### src/rtl/mac_arb_pkg.sv
// Shared types and default constants for the MAC job arbiter.
package mac_arb_pkg;

    // Arbiter FSM states
    typedef enum logic [1:0] {
        IDLE  = 2'd0,
        ISSUE = 2'd1,
        WAIT  = 2'd2,
        RESP  = 2'd3
    } arb_state_t;

    localparam int ARB_NUM_REQ     = 4;
    localparam int ARB_DATA_W      = 16;
    localparam int ARB_TIMEOUT_CYC = 255;

endpackage

### src/rtl/rr_arbiter.sv
// Rotating-priority arbiter. Owns last_ptr; the search starts at
// last_ptr+1 and wraps. last_ptr only moves when the job completes
// (update), so a job that is aborted by reset does not shift priority.
module rr_arbiter #(
    parameter int NUM_REQ = 4
) (
    input  logic                       clk,
    input  logic                       rst_n,
    input  logic [NUM_REQ-1:0]         req,
    input  logic                       update,
    input  logic [$clog2(NUM_REQ)-1:0] upd_id,
    output logic [NUM_REQ-1:0]         gnt,
    output logic [$clog2(NUM_REQ)-1:0] gnt_id
);

    localparam int ID_W = $clog2(NUM_REQ);

    logic [ID_W-1:0] last_ptr_r;
    logic [ID_W-1:0] idx_s;
    logic            found_s;

    // Priority search: first requester after last_ptr, wrapping modulo NUM_REQ
    always_comb begin
        gnt     = {NUM_REQ{1'b0}};
        gnt_id  = {ID_W{1'b0}};
        found_s = 1'b0;
        idx_s   = {ID_W{1'b0}};
        for (int k = 1; k <= NUM_REQ; k++) begin
            idx_s = ID_W'((int'(last_ptr_r) + k) % NUM_REQ);
            if (!found_s && req[idx_s]) begin
                found_s    = 1'b1;
                gnt[idx_s] = 1'b1;
                gnt_id     = idx_s;
            end else begin
                found_s = found_s;
            end
        end
    end

    // Remember the last served requester; reset so requester 0 goes first
    always_ff @(posedge clk or negedge rst_n) begin
        if (!rst_n) begin
            last_ptr_r <= ID_W'(NUM_REQ - 1);
        end else if (update) begin
            last_ptr_r <= upd_id;
        end else begin
            last_ptr_r <= last_ptr_r;
        end
    end

endmodule

### src/rtl/mac_job_arbiter.sv
// Round-robin front end sharing one start/done series-evaluation engine
// among NUM_REQ requesters. One job in flight at a time.
// Optional watchdog: define ARB_TIMEOUT_EN to abort a job whose engine
// never signals done within TIMEOUT_CYC WAIT cycles (rsp_err=1, rsp_data=0).
module mac_job_arbiter
    import mac_arb_pkg::*;
#(
    parameter int NUM_REQ     = ARB_NUM_REQ,
    parameter int DATA_W      = ARB_DATA_W,
    parameter int TIMEOUT_CYC = ARB_TIMEOUT_CYC
) (
    input  logic                       clk,
    input  logic                       rst_n,
    input  logic [NUM_REQ-1:0]         req_valid,
    input  logic [NUM_REQ*DATA_W-1:0]  req_data,
    output logic [NUM_REQ-1:0]         req_ready,
    output logic                       eng_start,
    output logic [DATA_W-1:0]          eng_x,
    input  logic                       eng_ready,
    input  logic                       eng_done,
    input  logic [DATA_W-1:0]          eng_result,
    output logic [NUM_REQ-1:0]         rsp_valid,
    output logic [DATA_W-1:0]          rsp_data,
    output logic                       rsp_err,
    output logic                       busy,
    output logic [$clog2(NUM_REQ)-1:0] grant_id
);

    localparam int ID_W = $clog2(NUM_REQ);

    if (NUM_REQ < 2 || NUM_REQ > 8 || TIMEOUT_CYC < 1) begin : g_param_err
        $error("mac_job_arbiter: NUM_REQ must be 2..8 and TIMEOUT_CYC >= 1");
    end

    arb_state_t         state_r;
    logic [NUM_REQ-1:0] gnt_s;
    logic [ID_W-1:0]    gnt_id_s;
    logic               hs_s;
    logic               upd_s;
    logic               timeout_s;
    logic [DATA_W-1:0]  ops_s [NUM_REQ];

    logic               eng_start_r;
    logic [DATA_W-1:0]  eng_x_r;
    logic [NUM_REQ-1:0] rsp_valid_r;
    logic [DATA_W-1:0]  rsp_data_r;
    logic               busy_r;
    logic [ID_W-1:0]    grant_id_r;

    for (genvar g = 0; g < NUM_REQ; g++) begin : g_ops
        assign ops_s[g] = req_data[g*DATA_W +: DATA_W];
    end

    // A grant is only offered while idle and the engine is ready to begin
    assign hs_s      = (state_r == IDLE) && eng_ready && (|req_valid);
    assign req_ready = hs_s ? gnt_s : {NUM_REQ{1'b0}};
    assign upd_s     = (state_r == RESP);

    rr_arbiter #(.NUM_REQ(NUM_REQ)) u_rr (
        .clk    (clk),
        .rst_n  (rst_n),
        .req    (req_valid),
        .update (upd_s),
        .upd_id (grant_id_r),
        .gnt    (gnt_s),
        .gnt_id (gnt_id_s)
    );

`ifdef ARB_TIMEOUT_EN
    localparam int CNT_W = $clog2(TIMEOUT_CYC + 1);

    logic [CNT_W-1:0] cnt_r;
    logic             rsp_err_r;

    // cnt_r holds the number of WAIT cycles already elapsed
    assign timeout_s = (cnt_r == CNT_W'(TIMEOUT_CYC - 1));

    // Watchdog counter: cleared on entry to WAIT, counts WAIT cycles
    always_ff @(posedge clk or negedge rst_n) begin
        if (!rst_n) begin
            cnt_r <= {CNT_W{1'b0}};
        end else if (state_r == ISSUE) begin
            cnt_r <= {CNT_W{1'b0}};
        end else if (state_r == WAIT) begin
            cnt_r <= cnt_r + CNT_W'(1);
        end else begin
            cnt_r <= cnt_r;
        end
    end

    // Error flag for the response: done beats a coincident timeout
    always_ff @(posedge clk or negedge rst_n) begin
        if (!rst_n) begin
            rsp_err_r <= 1'b0;
        end else if ((state_r == WAIT) && eng_done) begin
            rsp_err_r <= 1'b0;
        end else if ((state_r == WAIT) && timeout_s) begin
            rsp_err_r <= 1'b1;
        end else begin
            rsp_err_r <= rsp_err_r;
        end
    end

    assign rsp_err = rsp_err_r;
`else
    assign timeout_s = 1'b0;
    assign rsp_err   = 1'b0;
`endif

    // Job sequencing FSM with registered outputs
    always_ff @(posedge clk or negedge rst_n) begin
        if (!rst_n) begin
            state_r     <= IDLE;
            eng_start_r <= 1'b0;
            eng_x_r     <= {DATA_W{1'b0}};
            rsp_valid_r <= {NUM_REQ{1'b0}};
            rsp_data_r  <= {DATA_W{1'b0}};
            busy_r      <= 1'b0;
            grant_id_r  <= {ID_W{1'b0}};
        end else begin
            eng_start_r <= 1'b0;
            rsp_valid_r <= {NUM_REQ{1'b0}};
            case (state_r)
                IDLE: begin
                    if (hs_s) begin
                        eng_x_r     <= ops_s[gnt_id_s];
                        grant_id_r  <= gnt_id_s;
                        eng_start_r <= 1'b1;
                        busy_r      <= 1'b1;
                        state_r     <= ISSUE;
                    end else begin
                        state_r <= IDLE;
                    end
                end
                ISSUE: begin
                    state_r <= WAIT;
                end
                WAIT: begin
                    if (eng_done) begin
                        rsp_data_r              <= eng_result;
                        rsp_valid_r[grant_id_r] <= 1'b1;
                        state_r                 <= RESP;
                    end else if (timeout_s) begin
                        rsp_data_r              <= {DATA_W{1'b0}};
                        rsp_valid_r[grant_id_r] <= 1'b1;
                        state_r                 <= RESP;
                    end else begin
                        state_r <= WAIT;
                    end
                end
                RESP: begin
                    busy_r  <= 1'b0;
                    state_r <= IDLE;
                end
                default: begin
                    busy_r  <= 1'b0;
                    state_r <= IDLE;
                end
            endcase
        end
    end

    assign eng_start = eng_start_r;
    assign eng_x     = eng_x_r;
    assign rsp_valid = rsp_valid_r;
    assign rsp_data  = rsp_data_r;
    assign busy      = busy_r;
    assign grant_id  = grant_id_r;

endmodule
### config.mk
export PLATFORM = sky130hd
export DESIGN_NAME = mac_job_arbiter
export DESIGN_NICKNAME = d
export VERILOG_FILES = /design/src/rtl/mac_arb_pkg.sv /design/src/rtl/rr_arbiter.sv /design/src/rtl/mac_job_arbiter.sv
export SDC_FILE = /design/constraint.sdc
export NUM_CORES = 1
export LEC_CHECK = 0
export ABC_AREA = 1
export CORE_MARGIN = 2
export CORE_UTILIZATION = 65
export CTS_CLUSTER_SIZE = 10
export DETAILED_ROUTE_END_ITERATION = 12
export DONT_BUFFER_PORTS = 1
export GPL_ROUTABILITY_DRIVEN = 0
export PLACE_DENSITY = 0.9
export RECOVER_POWER = 25
export SYNTH_ARGS = -nofsm -noshare
export SYNTH_HDL_FRONTEND = slang
export SYNTH_HIERARCHICAL = 1
export SYNTH_SLANG_ARGS = --single-unit
### constraint.sdc
create_clock -name clk -period 4.3 [get_ports clk]
set_input_delay 0.645 -clock clk [delete_from_list [all_inputs] [get_ports clk]]
set_output_delay 0.645 -clock clk [all_outputs]
set_load 0.1 [all_outputs]
==> results of run 1 <==
==> through the flow <==
stage          hold slack [ns]  cell area (um^2)  setup WS (ns)  std cells  utilization [%]
2_1_floorplan            0.349              3060          0.712        418                -
3_3_place_gp             0.350              3010           1.38        459             67.8
3_5_place_dp             0.350              3010           1.24        459             67.8
4_1_cts                 0.0306              3130          0.973        467             70.3
5_1_grt                 0.0191              3130          0.814        467             70.3
6_report                0.0368              3130          0.934        467             70.3
==> final cells by class <==
type	count	area (um^2)	share of cell area, %
Clock buffer	5	68.8	2.20
Clock inverter	3	42.5	1.36
Inverter	85	329	10.5
Multi-Input combinational cell	273	1480	47.3
Sequential cell	44	1100	35.3
Tap cell	52	65.1	2.08
Timing Repair Buffer	5	37.5	1.20
==> flip-flops by register name (all words and copies together), names as in the netlist <==
name / count
eng_start: 1
grant_id: 2
rsp_data: 16
eng_x: 16
busy: 1
rsp_valid: 4
state_r: 2
u_rr/last_ptr_r: 2
==> metal layers <==
layer	wire length, um	part of all wire, %
met1	2700	38
met2	3750	53
met3	461	6.5
met4	154	2.2
met5	0	0
==> layout by cell type, fill, tap and decap left out, types with 2 or more instances in the layout <==
| master | instances |
|---|---|
| a21boi_0 | 4 |
| a21oi_1 | 4 |
| buf_4 | 5 |
| clkbuf_8 | 5 |
| dfrtp_1 | 42 |
| dfstp_2 | 2 |
| ha_1 | 11 |
| inv_1 | 78 |
| inv_2 | 4 |
| inv_4 | 2 |
| mux2_2 | 9 |
| mux2_4 | 7 |
| nand2_1 | 146 |
| nand2_2 | 15 |
| nand2_4 | 3 |
| nand3_1 | 45 |
| nand3_2 | 4 |
| nor2_1 | 4 |
| nor2_2 | 5 |
| nor3_1 | 4 |
| o21ai_0 | 5 |
==> path summary, 6_finish.rpt <==
path                                                startpoint                             end  slack [ns]  depth (start not counted)
min in group clk                                 eng_result[0]         rsp_data[0]$_DFFE_PN0P_        0.50                          1
max in group asynchronous                                rst_n  u_rr/last_ptr_r[0]$_DFFE_PN1P_        4.09                          0
worst min register to register            state_r[1]$_DFF_PN0_            state_r[1]$_DFF_PN0_        0.64                          2
worst max register to register  u_rr/last_ptr_r[1]$_DFFE_PN1P_           eng_x[12]$_DFFE_PN0P_        1.17                         13
worst max-delay path            u_rr/last_ptr_r[1]$_DFFE_PN1P_                    req_ready[0]        0.93                         11
worst min-delay path                                     rst_n           eng_x[14]$_DFFE_PN0P_        0.04                          0
==> critical path, cell delays in order, from the launching register on <==
cell and delay [ns]:
dfstp_2 0.63, inv_1 0.19, ha_1 0.41, inv_1 0.12, nand3_1 0.10, nand2_1 0.05
and2b_4 0.28, nand3_1 0.11, nand3_1 0.10, inv_1 0.05, nor2_2 0.09, buf_4 0.30
==> cells by family (layout without fill, tap and decap cells) <==
| family | after synthesis | after routing | share of synthesized area, % |
|---|---|---|---|
| other | 1 | 1 | 0.123 |
| AO/OA/AOI/OAI | 15 | 15 | 2.94 |
| flip-flops | 44 | 44 | 36.1 |
| multiplexers | 16 | 16 | 6.75 |
| adder cells (fa/ha/maj) | 11 | 11 | 4.50 |
| buffers and inverters | 101 | 98 | 15.9 |
| AND/OR/NAND/NOR | 230 | 230 | 33.7 |
==> results by group, run 1 <==
Synth
  – Synth cell count leaders: nand2_1 (146), inv_1 (78), nand3_1 (45)
  – Mapped Cells: 418
  – Post-synthesis sequential area ratio: 36.1%
  – Leading post-synthesis cells by cell area: dfrtp_1 (34%), nand2_1 (18%), inv_1 (9.6%)
  – Number of synthesized flops with an enable pin: 0
  – Seq cells post-synth: 44
  – Synth Flop Type: dfrtp_1
  – Most frequent cell after synthesis: nand2_1
  – Area share of the largest cell type after synthesis: 34.4%
  – Synth warn: 6
  – Mapped Area: 0.00306 mm^2
  – Leading area contributor after synthesis: dfrtp_1
  – Syn_nets: 517
  – Avg Cell Area, Syn: 7.32 um^2
  – Yosys cell types: 32
  – Async set or reset register ratio after synthesis: 100%

Drt
  – Routed Antenna Nets: 0
  – DRC Markers: 0
  – Vias: 2541
  – Initial drt markers: 227
  – Average wire per standard cell: 15.1 um
  – DRT Pass-1 Iters: 6
  – Avg Vias per Cell: 5.44
  – Final WL: 7060 um

Floorplanning
  – Chip height: 72.6 um
  – Die Wd: 72.6 um
  – Die area: 0.00527 mm^2
  – Site Rows: 24
  – Starting Density: 68.8%
  – I/O pin total: 133
  – Core area: 0.00444 mm^2

Clocking
  – Worst-Skew Late Latency: 0.29 ns
  – # H-tree levels: 2
  – CTS tree: yes
  – Clock sinks: 44
  – Post-cts resize count: 0
  – Hold_buf cts: 0
  – Clk slew on worst S/H paths: 0.09 ns
  – Total CTS buffers: 5
  – Post-CTS setup buffer count: 0
  – Longest Clk Path Bufs: 2
  – Clk root buf: clkbuf_8

Worst setup path
  – Crit Path Max Fanout: 8
  – Startpoint types: flip-flop
  – Critical Path Sink Type: output pin
  – Crit Path Category: reg2out
  – Critical path arrival: 2.72 ns
  – Critical Path RT: 3.65 ns

Cells and area
  – Number of inserted diodes: 0
  – Fraction of layout cells with a size suffix above 1: 16.6%
  – Synth-to-Final Area Change: 2.17%
  – FILL cells: 379
  – Layout Nets: 513

GRT
  – GR Overflow Total: 0
  – Total track usage: 27.9%
  – Initial antenna violation count: 0
  – Routing usage on met1: 33.4%
  – GR peak layer: met2
  – Vias in the first global route: 2498
  – Met2 usage: 48.8%
  – M3 GR Usage: 6.08%
  – First-pass GRT wire length: 11600 um
  – Pin count of the biggest net entering global routing: 45

Placed design
  – I/O Buffers: 0
  – Post-DP HPWL: 5100 um

STA
  – Final Skew: 0.00675 ns
  – Total negative setup slack: 0 ns
  – Max Transition Viols Final: 0
  – Tightest Pin Transition: 1.06 ns
  – RSZ-0062 raised after global routing: false
  – Final setup viols: 0
  – Tmin final: 3.37 ns
  – Fin. Hold Viols: 0
  – Period utilisation layout: 78.3%
  – Slew HR: 29.5%
  – Fmax: 297 MHz

Status
  – Status: complete, no violations

Job
  – Max-capacitance violation count: 0

Min path
  – Worst Hold Class: in2async
Power of run 1 is left out: the tool's default activity adds up to more than one toggle a clock period on the data nets, which glitch-free logic cannot reach.
==> inputs of run 2 (changes only) <==
--- a/config.mk
+++ b/config.mk
@@ -7,12 +7,12 @@
 export LEC_CHECK = 0
 export ABC_AREA = 1
 export CORE_MARGIN = 2
-export CORE_UTILIZATION = 65
+export CORE_UTILIZATION = 64
 export CTS_CLUSTER_SIZE = 10
 export DETAILED_ROUTE_END_ITERATION = 12
 export DONT_BUFFER_PORTS = 1
 export GPL_ROUTABILITY_DRIVEN = 0
-export PLACE_DENSITY = 0.9
+export PLACE_DENSITY = 0.89
 export RECOVER_POWER = 25
 export SYNTH_ARGS = -nofsm -noshare
 export SYNTH_HDL_FRONTEND = slang
==> constraint.sdc (replaced) <==
create_clock -name clk -period 3.3 [get_ports clk]
set_input_delay 0.495 -clock clk [delete_from_list [all_inputs] [get_ports clk]]
set_output_delay 0.495 -clock clk [all_outputs]
set_load 0.1 [all_outputs]
==> run 2 against run 1 <==
Compared with the run above: the flow now finishes with violations (max-capacitance violations, max-slew violations); worst setup slack got worse by 0.72 ns; die area increased by 1.5%; clock skew increased by 0.00084 ns; cell area about the same; sequential cell count is the same; utilization is 3.2 points lower; non-clock buffer count increased by 3; global-route usage is 3.1 points lower; routed wire length fell by 7.5%; register-to-register slack worse by 0.61 ns; sequential share of layout area hardly changed; via count grew 0.91%; critical path type unchanged; critical endpoint unchanged; largest cell class unchanged.
==> results by group, run 2 (same netlist as run 1, synthesis figures left out) <==
Status
  – Status: finished, violations left
  – Failing checks: max-capacitance violations, max-slew violations

Cells and area
  – Most frequent cells in the layout: nand2_1 (146), inv_1 (78), nand3_1 (45), dfrtp_1 (42), nand2_2 (15)
  – Layout Nets: 516 (+0.58%)
  – Fraction of layout cells with a size suffix above 1: 17.0% (+0.36 points)
  – Commonest non-fill, non-tap cell in the layout: nand2_1
  – Number of inserted diodes: 0 (unchanged)
  – Synth-to-Final Area Change: 2.25% (about the same)

Min path
  – Worst Hold Class: in2async

Clocking
  – Total CTS buffers: 5 (unchanged)
  – Clk root buf: clkbuf_8
  – Clk slew on worst S/H paths: 0.09 ns (about the same)
  – # H-tree levels: 2 (unchanged)
  – Worst-Skew Late Latency: 0.29 ns (about the same)
  – CTS tree: yes
  – Post-cts resize count: 0 (unchanged)
  – Post-CTS setup buffer count: 0 (unchanged)
  – Clock sinks: 44 (unchanged)
  – Hold_buf cts: 1 (+1)
  – Longest Clk Path Bufs: 2 (unchanged)

Worst setup path
  – Critical path arrival: 2.59 ns (-0.13 ns)
  – Reg-to-Reg Start: u_rr/last_ptr_r[0]$_DFFE_PN1P_
  – R2R setup slack: 0.56 ns (-0.61 ns)
  – Critical Path Sink Type: output pin
  – R2R cell count: 13 (unchanged)
  – Crit Path Category: reg2out
  – Reg-to-reg endpoint: eng_x[12]$_DFFE_PN0P_
  – Critical Path RT: 2.80 ns (-0.85 ns)
  – Startpoint types: flip-flop
  – Crit Path Max Fanout: 8 (unchanged)
  – Crit path from: u_rr/last_ptr_r[1]$_DFFE_PN1P_

Drt
  – Initial drt markers: 152 (-33%)
  – Vias: 2564 (+0.91%)
  – Avg Vias per Cell: 5.43 (-0.16%)
  – DRT Pass-1 Iters: 5 (-1)
  – Routed Antenna Nets: 0 (unchanged)
  – DRC Markers: 0 (unchanged)
  – Final WL: 6530 um (-7.5%)
  – Average wire per standard cell: 13.8 um (-8.5%)

Placed design
  – Post-DP HPWL: 4820 um (-5.5%)
  – I/O Buffers: 0 (unchanged)

GRT
  – Initial antenna violation count: 0 (unchanged)
  – First-pass GRT wire length: 10400 um (-10%)
  – GR Overflow Total: 0 (unchanged)
  – Pin count of the biggest net entering global routing: 43 (-4.4%)
  – Vias in the first global route: 2373 (-5.0%)
  – Total track usage: 24.7% (-3.1 points)

Floorplanning
  – Site Rows: 25 (+4.2%)
  – Die Wd: 73.1 um (+0.73%)
  – I/O pin total: 133 (unchanged)
  – Starting Density: 65.6% (-3.2 points)
  – Die area: 0.00535 mm^2 (+1.5%)
  – Chip height: 73.1 um (+0.73%)
  – Core area: 0.00466 mm^2 (+4.9%)

STA
  – RSZ-0062 raised after global routing: false
  – Tmin final: 3.09 ns
  – Period utilisation layout: 93.6%
  – Max Transition Viols Final: 43 (+43)
  – Fmax: 324 MHz
  – Fin. Hold Viols: 0 (unchanged)
  – Slew HR: -45.7% (-75 points)
  – Total negative setup slack: 0 ns (unchanged)
  – Final setup viols: 0 (unchanged)
  – Final Skew: 0.00759 ns (+0.000839 ns)
  – Tightest Pin Transition: 2.18 ns (+1.13 ns)

Job
  – Max-capacitance violation count: 1 (+1)
==> run 2: cell count changes in the layout (fill, tap and decap cells not counted) <==
cell | previous run | this run
buf_4 | 5 | 7
bufinv_16 | 1 | 0
clkbuf_1 | 0 | 1
clkinv_2 | 1 | 0
clkinv_4 | 0 | 1
clkinvlp_4 | 1 | 2
==> run 2: area by class of cell <==
class                           instances  area (um^2)
Tap cell                               54         67.6
Clock inverter                          3         23.8
Inverter                               85          329
Multi-Input combinational cell        273         1480
Sequential cell                        44         1100
Fill cell                             398         1530
Clock buffer                            5         68.8
Timing Repair Buffer                    8         56.3
==> run 2: per-layer routing <==
layer	GRT usage, %	wire length, um	vias up
met3	5.94	471	12
met5	0	0	-
met1	30.2	2650	1184
met4	8.85	110	0
li1	-	-	1246
met2	42.2	3300	122
==> run 2: worst max-delay path, cell delays in order, from the launching register on <==
cell	delay, ns
dfstp_2	0.62
inv_1	0.17
ha_1	0.37
inv_1	0.11
nand3_1	0.10
nand2_1	0.06
and2b_4	0.27
nand3_1	0.08
nand3_1	0.09
inv_1	0.05
nor2_2	0.09
buf_4	0.29
==> run 2: worst max path at each step <==
stage	end	slack (ns)	cells past startpoint
after floorplan	req_ready[0]	0.31	10
after global placement	req_ready[0]	0.63	11
after detailed placement	req_ready[2]	0.56	11
after CTS	req_ready[0]	0.24	11
after global routing	req_ready[0]	0.08	11
final	req_ready[0]	0.21	11
==> run 2: metrics by stage <==
stage / hold slack [ns] / instances / utilization [%] / area (um^2) / setup slack (ns)
floorplan: 0.199 / 418 / - / 3070 / 0.315
finish: 0.0295 / 472 / 67.1 / 3130 / 0.211
global route: 0.0119 / 472 / 67.1 / 3130 / 0.0816
CTS: 0.0200 / 472 / 67.5 / 3140 / 0.238
global placement: 0.200 / 463 / 65.0 / 3030 / 0.629
detailed placement: 0.200 / 463 / 65.0 / 3030 / 0.561
Power of run 2 is left out for the same reason.
==> inputs of run 3 (changes only) <==
--- a/config.mk
+++ b/config.mk
@@ -6,6 +6,7 @@
 export NUM_CORES = 1
 export LEC_CHECK = 0
 export ABC_AREA = 1
+export CAP_MARGIN = 25
 export CORE_MARGIN = 2
 export CORE_UTILIZATION = 64
 export CTS_CLUSTER_SIZE = 10
@@ -14,6 +15,7 @@
 export GPL_ROUTABILITY_DRIVEN = 0
 export PLACE_DENSITY = 0.89
 export RECOVER_POWER = 25
+export REMOVE_ABC_BUFFERS = 1
 export SYNTH_ARGS = -nofsm -noshare
 export SYNTH_HDL_FRONTEND = slang
 export SYNTH_HIERARCHICAL = 1
==> run 3 against run 2 <==
Compared with the run above: the flow still finishes with violations (max-capacitance violations, max-slew violations); routed wire length decreased by 0.51%; sequential share of layout area about the same; sequential cell count unchanged; cell count decreased by 0.21%; clock skew decreased by 0.0010 ns; global-route usage increased by 1.5 points; register-to-register slack got worse by 0.05 ns; worst setup slack got worse by 0.016 ns; die area unchanged.
==> results by group, run 3 (same netlist as run 1, synthesis figures left out) <==
Clocking
  – Clock sinks: 44 (unchanged)
  – Total CTS buffers: 5 (unchanged)
  – # H-tree levels: 2 (unchanged)
  – Post-CTS setup buffer count: 0 (unchanged)
  – CTS tree: yes
  – Clk slew on worst S/H paths: 0.09 ns (about the same)
  – Worst-Skew Late Latency: 0.29 ns (about the same)
  – Longest Clk Path Bufs: 2 (unchanged)
  – Clk root buf: clkbuf_8

Cells and area
  – Synth-to-Final Area Change: 2.17% (about the same)
  – Fin cells: 471 (-0.21%)
  – Final Util: 67.1% (about the same)
  – Layout Nets: 515 (-0.19%)
  – Commonest non-fill, non-tap cell in the layout: nand2_1
  – Number of inserted diodes: 0 (unchanged)
  – Fraction of layout cells with a size suffix above 1: 16.8% (-0.20 points)
  – Most frequent cells in the layout: nand2_1 (146), inv_1 (78), nand3_1 (45), dfrtp_1 (42), nand2_2 (15)
  – Post-Layout Inst Area: 0.00313 mm^2 (about the same)

Drt
  – Average wire per standard cell: 13.8 um (-0.29%)
  – Vias: 2525 (-1.5%)
  – Avg Vias per Cell: 5.36 (-1.3%)
  – Initial drt markers: 100 (-34%)
  – Routed Antenna Nets: 0 (unchanged)
  – DRC Markers: 0 (unchanged)
  – Final WL: 6500 um (-0.51%)
  – DRT Pass-1 Iters: 5 (unchanged)

Status
  – Failing checks: max-capacitance violations, max-slew violations
  – Status: finished, violations left

Worst setup path
  – Critical Path RT: 2.80 ns (about the same)
  – Critical-path cell list: inv_2 -> ha_1 -> inv_1 -> nand3_1 -> nand2_1 -> and2b_4 -> nand3_1 -> nand3_1 -> inv_1 -> nor2_2 -> buf_4
  – Critical path arrival: 2.61 ns (+0.02 ns)
  – Crit Path Max Fanout: 12 (+4)
  – Startpoint types: flip-flop
  – Crit-path slowest cell: dfstp_2
  – R2R setup slack: 0.51 ns (-0.05 ns)
  – Most Frequent Cell on Critical Path: nand3_1
  – Crit Path Category: reg2out
  – Critical Path Sink Type: output pin
  – Crit path largest cell delay: 0.65 ns (+0.03 ns)

STA
  – Fmax: 322 MHz (-0.51%)
  – Tmin final: 3.10 ns (+0.0158 ns)
  – Tightest Pin Transition: 2.21 ns (+0.0237 ns)
  – Fin. Hold Viols: 0 (unchanged)
  – Period utilisation layout: 94.1% (+0.48 points)
  – Total negative setup slack: 0 ns (unchanged)
  – Max Transition Viols Final: 43 (unchanged)
  – RSZ-0062 raised after global routing: false
  – Slew HR: -47.2% (-1.6 points)
  – Final Skew: 0.00657 ns (-0.00102 ns)
  – Final setup viols: 0 (unchanged)

GRT
  – Pin count of the biggest net entering global routing: 43 (unchanged)
  – GR Overflow Total: 0 (unchanged)
  – Vias in the first global route: 2466 (+3.9%)
  – First-pass GRT wire length: 11000 um (+6.4%)
  – Total track usage: 26.2% (+1.5 points)
  – Initial antenna violation count: 0 (unchanged)

Placed design
  – Placed cell areas: 0.00302 mm^2 (-0.25%)
  – I/O Buffers: 0 (unchanged)
  – Dpl cells: 462 (-0.22%)
  – Post-DP HPWL: 4850 um (+0.77%)

Floorplanning
  – Die area: 0.00535 mm^2 (unchanged)
  – Starting Density: 65.6% (unchanged)
  – Chip height: 73.1 um (unchanged)
  – Core area: 0.00466 mm^2 (unchanged)
  – Die Wd: 73.1 um (unchanged)
  – I/O pin total: 133 (unchanged)
  – Site Rows: 25 (unchanged)

Min path
  – Worst Hold Class: in2async

Job
  – Max-capacitance violation count: 1 (unchanged)
run 3: layout make-up:
type | count | area (um^2)
Tap cell | 54 | 67.6
Inverter | 85 | 329
Multi-Input combinational cell | 273 | 1480
Sequential cell | 44 | 1100
Clock buffer | 6 | 82.6
Clock inverter | 2 | 15.0
Fill cell | 384 | 1540
Timing Repair Buffer | 7 | 48.8
run 3: repair_timing:
item                      CTS  global route
resized for setup           0             0
hold endpoints to repair   42             0
hold buffers                1             0
run 3: worst paths after layout:
path | from | end | cells past startpoint
min in group clk | eng_result[4] | rsp_data[4]$_DFFE_PN0P_ | 1
min | rst_n | u_rr/last_ptr_r[1]$_DFFE_PN1P_ | 0
max reg2reg | u_rr/last_ptr_r[0]$_DFFE_PN1P_ | eng_x[13]$_DFFE_PN0P_ | 15
max in group asynchronous | rst_n | eng_x[12]$_DFFE_PN0P_ | 1
min reg2reg | state_r[1]$_DFF_PN0_ | state_r[1]$_DFF_PN0_ | 2
max | u_rr/last_ptr_r[0]$_DFFE_PN1P_ | req_ready[2] | 11
run 3: through the flow:
stage,hold slack (ns),setup slack (ns)
2_1_floorplan,0.199,-0.138
3_3_place_gp,0.200,0.663
3_5_place_dp,0.200,0.542
4_1_cts,0.0212,0.212
5_1_grt,0.00999,0.0185
6_report,0.0301,0.195
run 3: per-layer routing:
layer	global-route usage, %	vias up	part of all wire, %
met5	0	-	0
met4	8.64	0	2.2
met3	5.80	15	6.4
met2	45.8	100	51
met1	31.9	1168	40
li1	-	1242	-
run 3: worst max-delay path, delay by kind of cell, from the launching register on:
family	cells	cell delay, ns
adder cells (fa/ha/maj)	1	0.36
buffers and inverters	4	0.61
flip-flops	1	0.65
AND/OR/NAND/NOR	6	0.69
Power of run 3 is left out for the same reason.
==> RTL edit: new RTL, settings of run 2 <==
The package constant `ARB_DATA_W` goes from 16 to 24.
--- a/src/rtl/mac_arb_pkg.sv
+++ b/src/rtl/mac_arb_pkg.sv
@@ -12,3 +12,3 @@
     localparam int ARB_NUM_REQ     = 4;
-    localparam int ARB_DATA_W      = 16;
+    localparam int ARB_DATA_W      = 24;
     localparam int ARB_TIMEOUT_CYC = 255;
Ports: changed (resized eng_result, eng_x, req_data and rsp_data); port bits go from 133 to 189. No check against the original RTL was run, so the function may have changed too.
==> RTL edit against run 2 <==
The flow still finishes with violations (max-capacitance violations, max-slew violations). Cell area grew 32%. Sequential cell count grew 16. Sequential share of layout area grew 1.1 points. Via count grew 35%. Setup slack lost 0.028 ns. Hold slack gained 0.27 ns. Critical path depth is the same. Cell count grew 35%. Global-route usage grew 4.3 points. Count of clock-buffer cells in the layout grew 4. Area after synthesis grew 27%. Routed wire length grew 43%. Critical path type unchanged. Critical endpoint is now req_ready[3]. Largest cell class unchanged. Highest routed layer unchanged.
Power is left out: the tool's default activity adds up to more than one toggle a clock period on the data nets, which glitch-free logic cannot reach.
==> RTL edit: results (changes against run 2) <==
[run_status] run status finished with violations [unchanged]
[run_status] failing checks max-capacitance violations, max-slew violations [unchanged]
[yosys] post-synthesis instance total 562 [was 418]
[finish] non-filler cells, final 638 [was 472]
[finish] count of multi-input combinational gates 361 [was 273]
[grt] maximum number of pins on one net before global-route repair 61 [was 43]
[finish] non-clk buf share 2.00% [was 1.80%]
[timing] Final Slew Violations 61 [was 43]
[yosys] Seq cells post-synth 60 [was 44]
[route] DRC marker count from the first detailed-route iteration 208 [was 152]
[yosys] number of unique standard cell types used by synthesis 26 [was 32]
[timing] Final Skew 0.00849 ns [was 0.00759 ns]
[grt] met1 usage in global routing 32.7% [was 30.2%]
[critical_path] endpoint of the most critical setup path req_ready[3] [was req_ready[0]]
[grt] met2 demand-to-capacity share in global routing 47.8% [was 42.2%]
[critical_path] reg-to-reg slack, setup 0.43 ns [was 0.56 ns]
[yosys] proportion of synthesized chip area in sequential cells 38.6% [was 36.1%]
[finish] ClkCell Share 4.30% [was 2.96%]
[placement] post-DP HPWL 6940 um [was 4820 um]
[critical_path] data arrival time of the critical path 2.62 ns [was 2.59 ns]
[clock_tree] htree depth 3 [was 2]
[route] drt total wl 9350 um [was 6530 um]
[route] total length of routed met3 wires 794 um [was 471 um]
[critical_path] Reg2Reg Capture Point eng_x[1]$_DFFE_PN0P_ [was eng_x[12]$_DFFE_PN0P_]
[placement] worst setup slack after placement 0.473 ns [was 0.561 ns]
[yosys] synthesized cell area 0.00389 mm2 [was 0.00306 mm2]
[critical_path] Register-to-Register Path Depth 16 [was 13]
[route] total met2 wirelength after detailed routing 4770 um [was 3300 um]
[finish] proportion of layout cells with a drive suffix above 1 13.1% [was 17.0%]
[clock_tree] Clock Latency Late Sink 0.34 ns [was 0.29 ns]
[finish] Design Area, Final 0.00413 mm2 [was 0.00313 mm2]
[route] vias 3,474 [was 2,564]
[yosys] leading cell types by count after synthesis sky130_fd_sc_hd__nand2_1 (222), sky130_fd_sc_hd__inv_1 (111), sky130_fd_sc_hd__nand3_1 (61) [was sky130_fd_sc_hd__nand2_1 (146), sky130_fd_sc_hd__inv_1 (78), sky130_fd_sc_hd__nand3_1 (45)]
[timing] worst-margin pin slew 2.67 ns [was 2.18 ns]
[grt] GRT Total Usage 29.0% [was 24.7%]
[finish] filler cell count 480 [was 398]
[route] TritonRoute pass-1 iters 6 [was 5]
[run] number of max-cap violations 1 [unchanged]
[finish] layout buffer count excluding clock buffers 9 [was 8]
[grt] vias in the first global route 3,338 [was 2,373]
[finish] FF/Latch Area 0.00150 mm2 [was 0.00110 mm2]
[placement] Placed Cells 621 [was 463]
[finish] Inverters 117 [was 85]
[placement] post-place instance area 0.00394 mm2 [was 0.00303 mm2]
[yosys] net count of the mapped netlist 701 [was 517]
[timing] shortest clock period the worst path allows after layout 3.12 ns [was 3.09 ns]
[min_path] type of the worst min-delay path primary input to register [was primary input to async pin]
[route] post-route met1 wirelength 3490 um [was 2650 um]
[clock_tree] TritonCTS Buffers 9 [was 5]
[grt] met3 demand-to-capacity share in global routing 10.0% [was 5.94%]
-- RTL edit: worst max-delay path, cell delays in order (launching register included) --
cell and delay [ns]:
sky130_fd_sc_hd__dfstp_2 0.62, sky130_fd_sc_hd__inv_1 0.18, sky130_fd_sc_hd__ha_1 0.38, sky130_fd_sc_hd__inv_1 0.11, sky130_fd_sc_hd__nand3_1 0.09, sky130_fd_sc_hd__nand2_1 0.06, sky130_fd_sc_hd__and2b_4 0.27, sky130_fd_sc_hd__nand3_1 0.07
sky130_fd_sc_hd__nand3_1 0.09, sky130_fd_sc_hd__inv_1 0.05, sky130_fd_sc_hd__nor2_2 0.09, sky130_fd_sc_hd__buf_4 0.29
-- RTL edit: cells by family (layout without fill, tap and decap cells) --
kind of cell | after synthesis | in the layout | synth area share [%]
mux | 24 | 24 | 6.94
compound gates | 15 | 15 | 2.31
fa+ha+maj | 11 | 11 | 3.54
buf+inv | 141 | 142 | 14.7
flops | 60 | 60 | 38.6
other cells | 1 | 1 | 0.0963
simple gates | 310 | 310 | 33.8
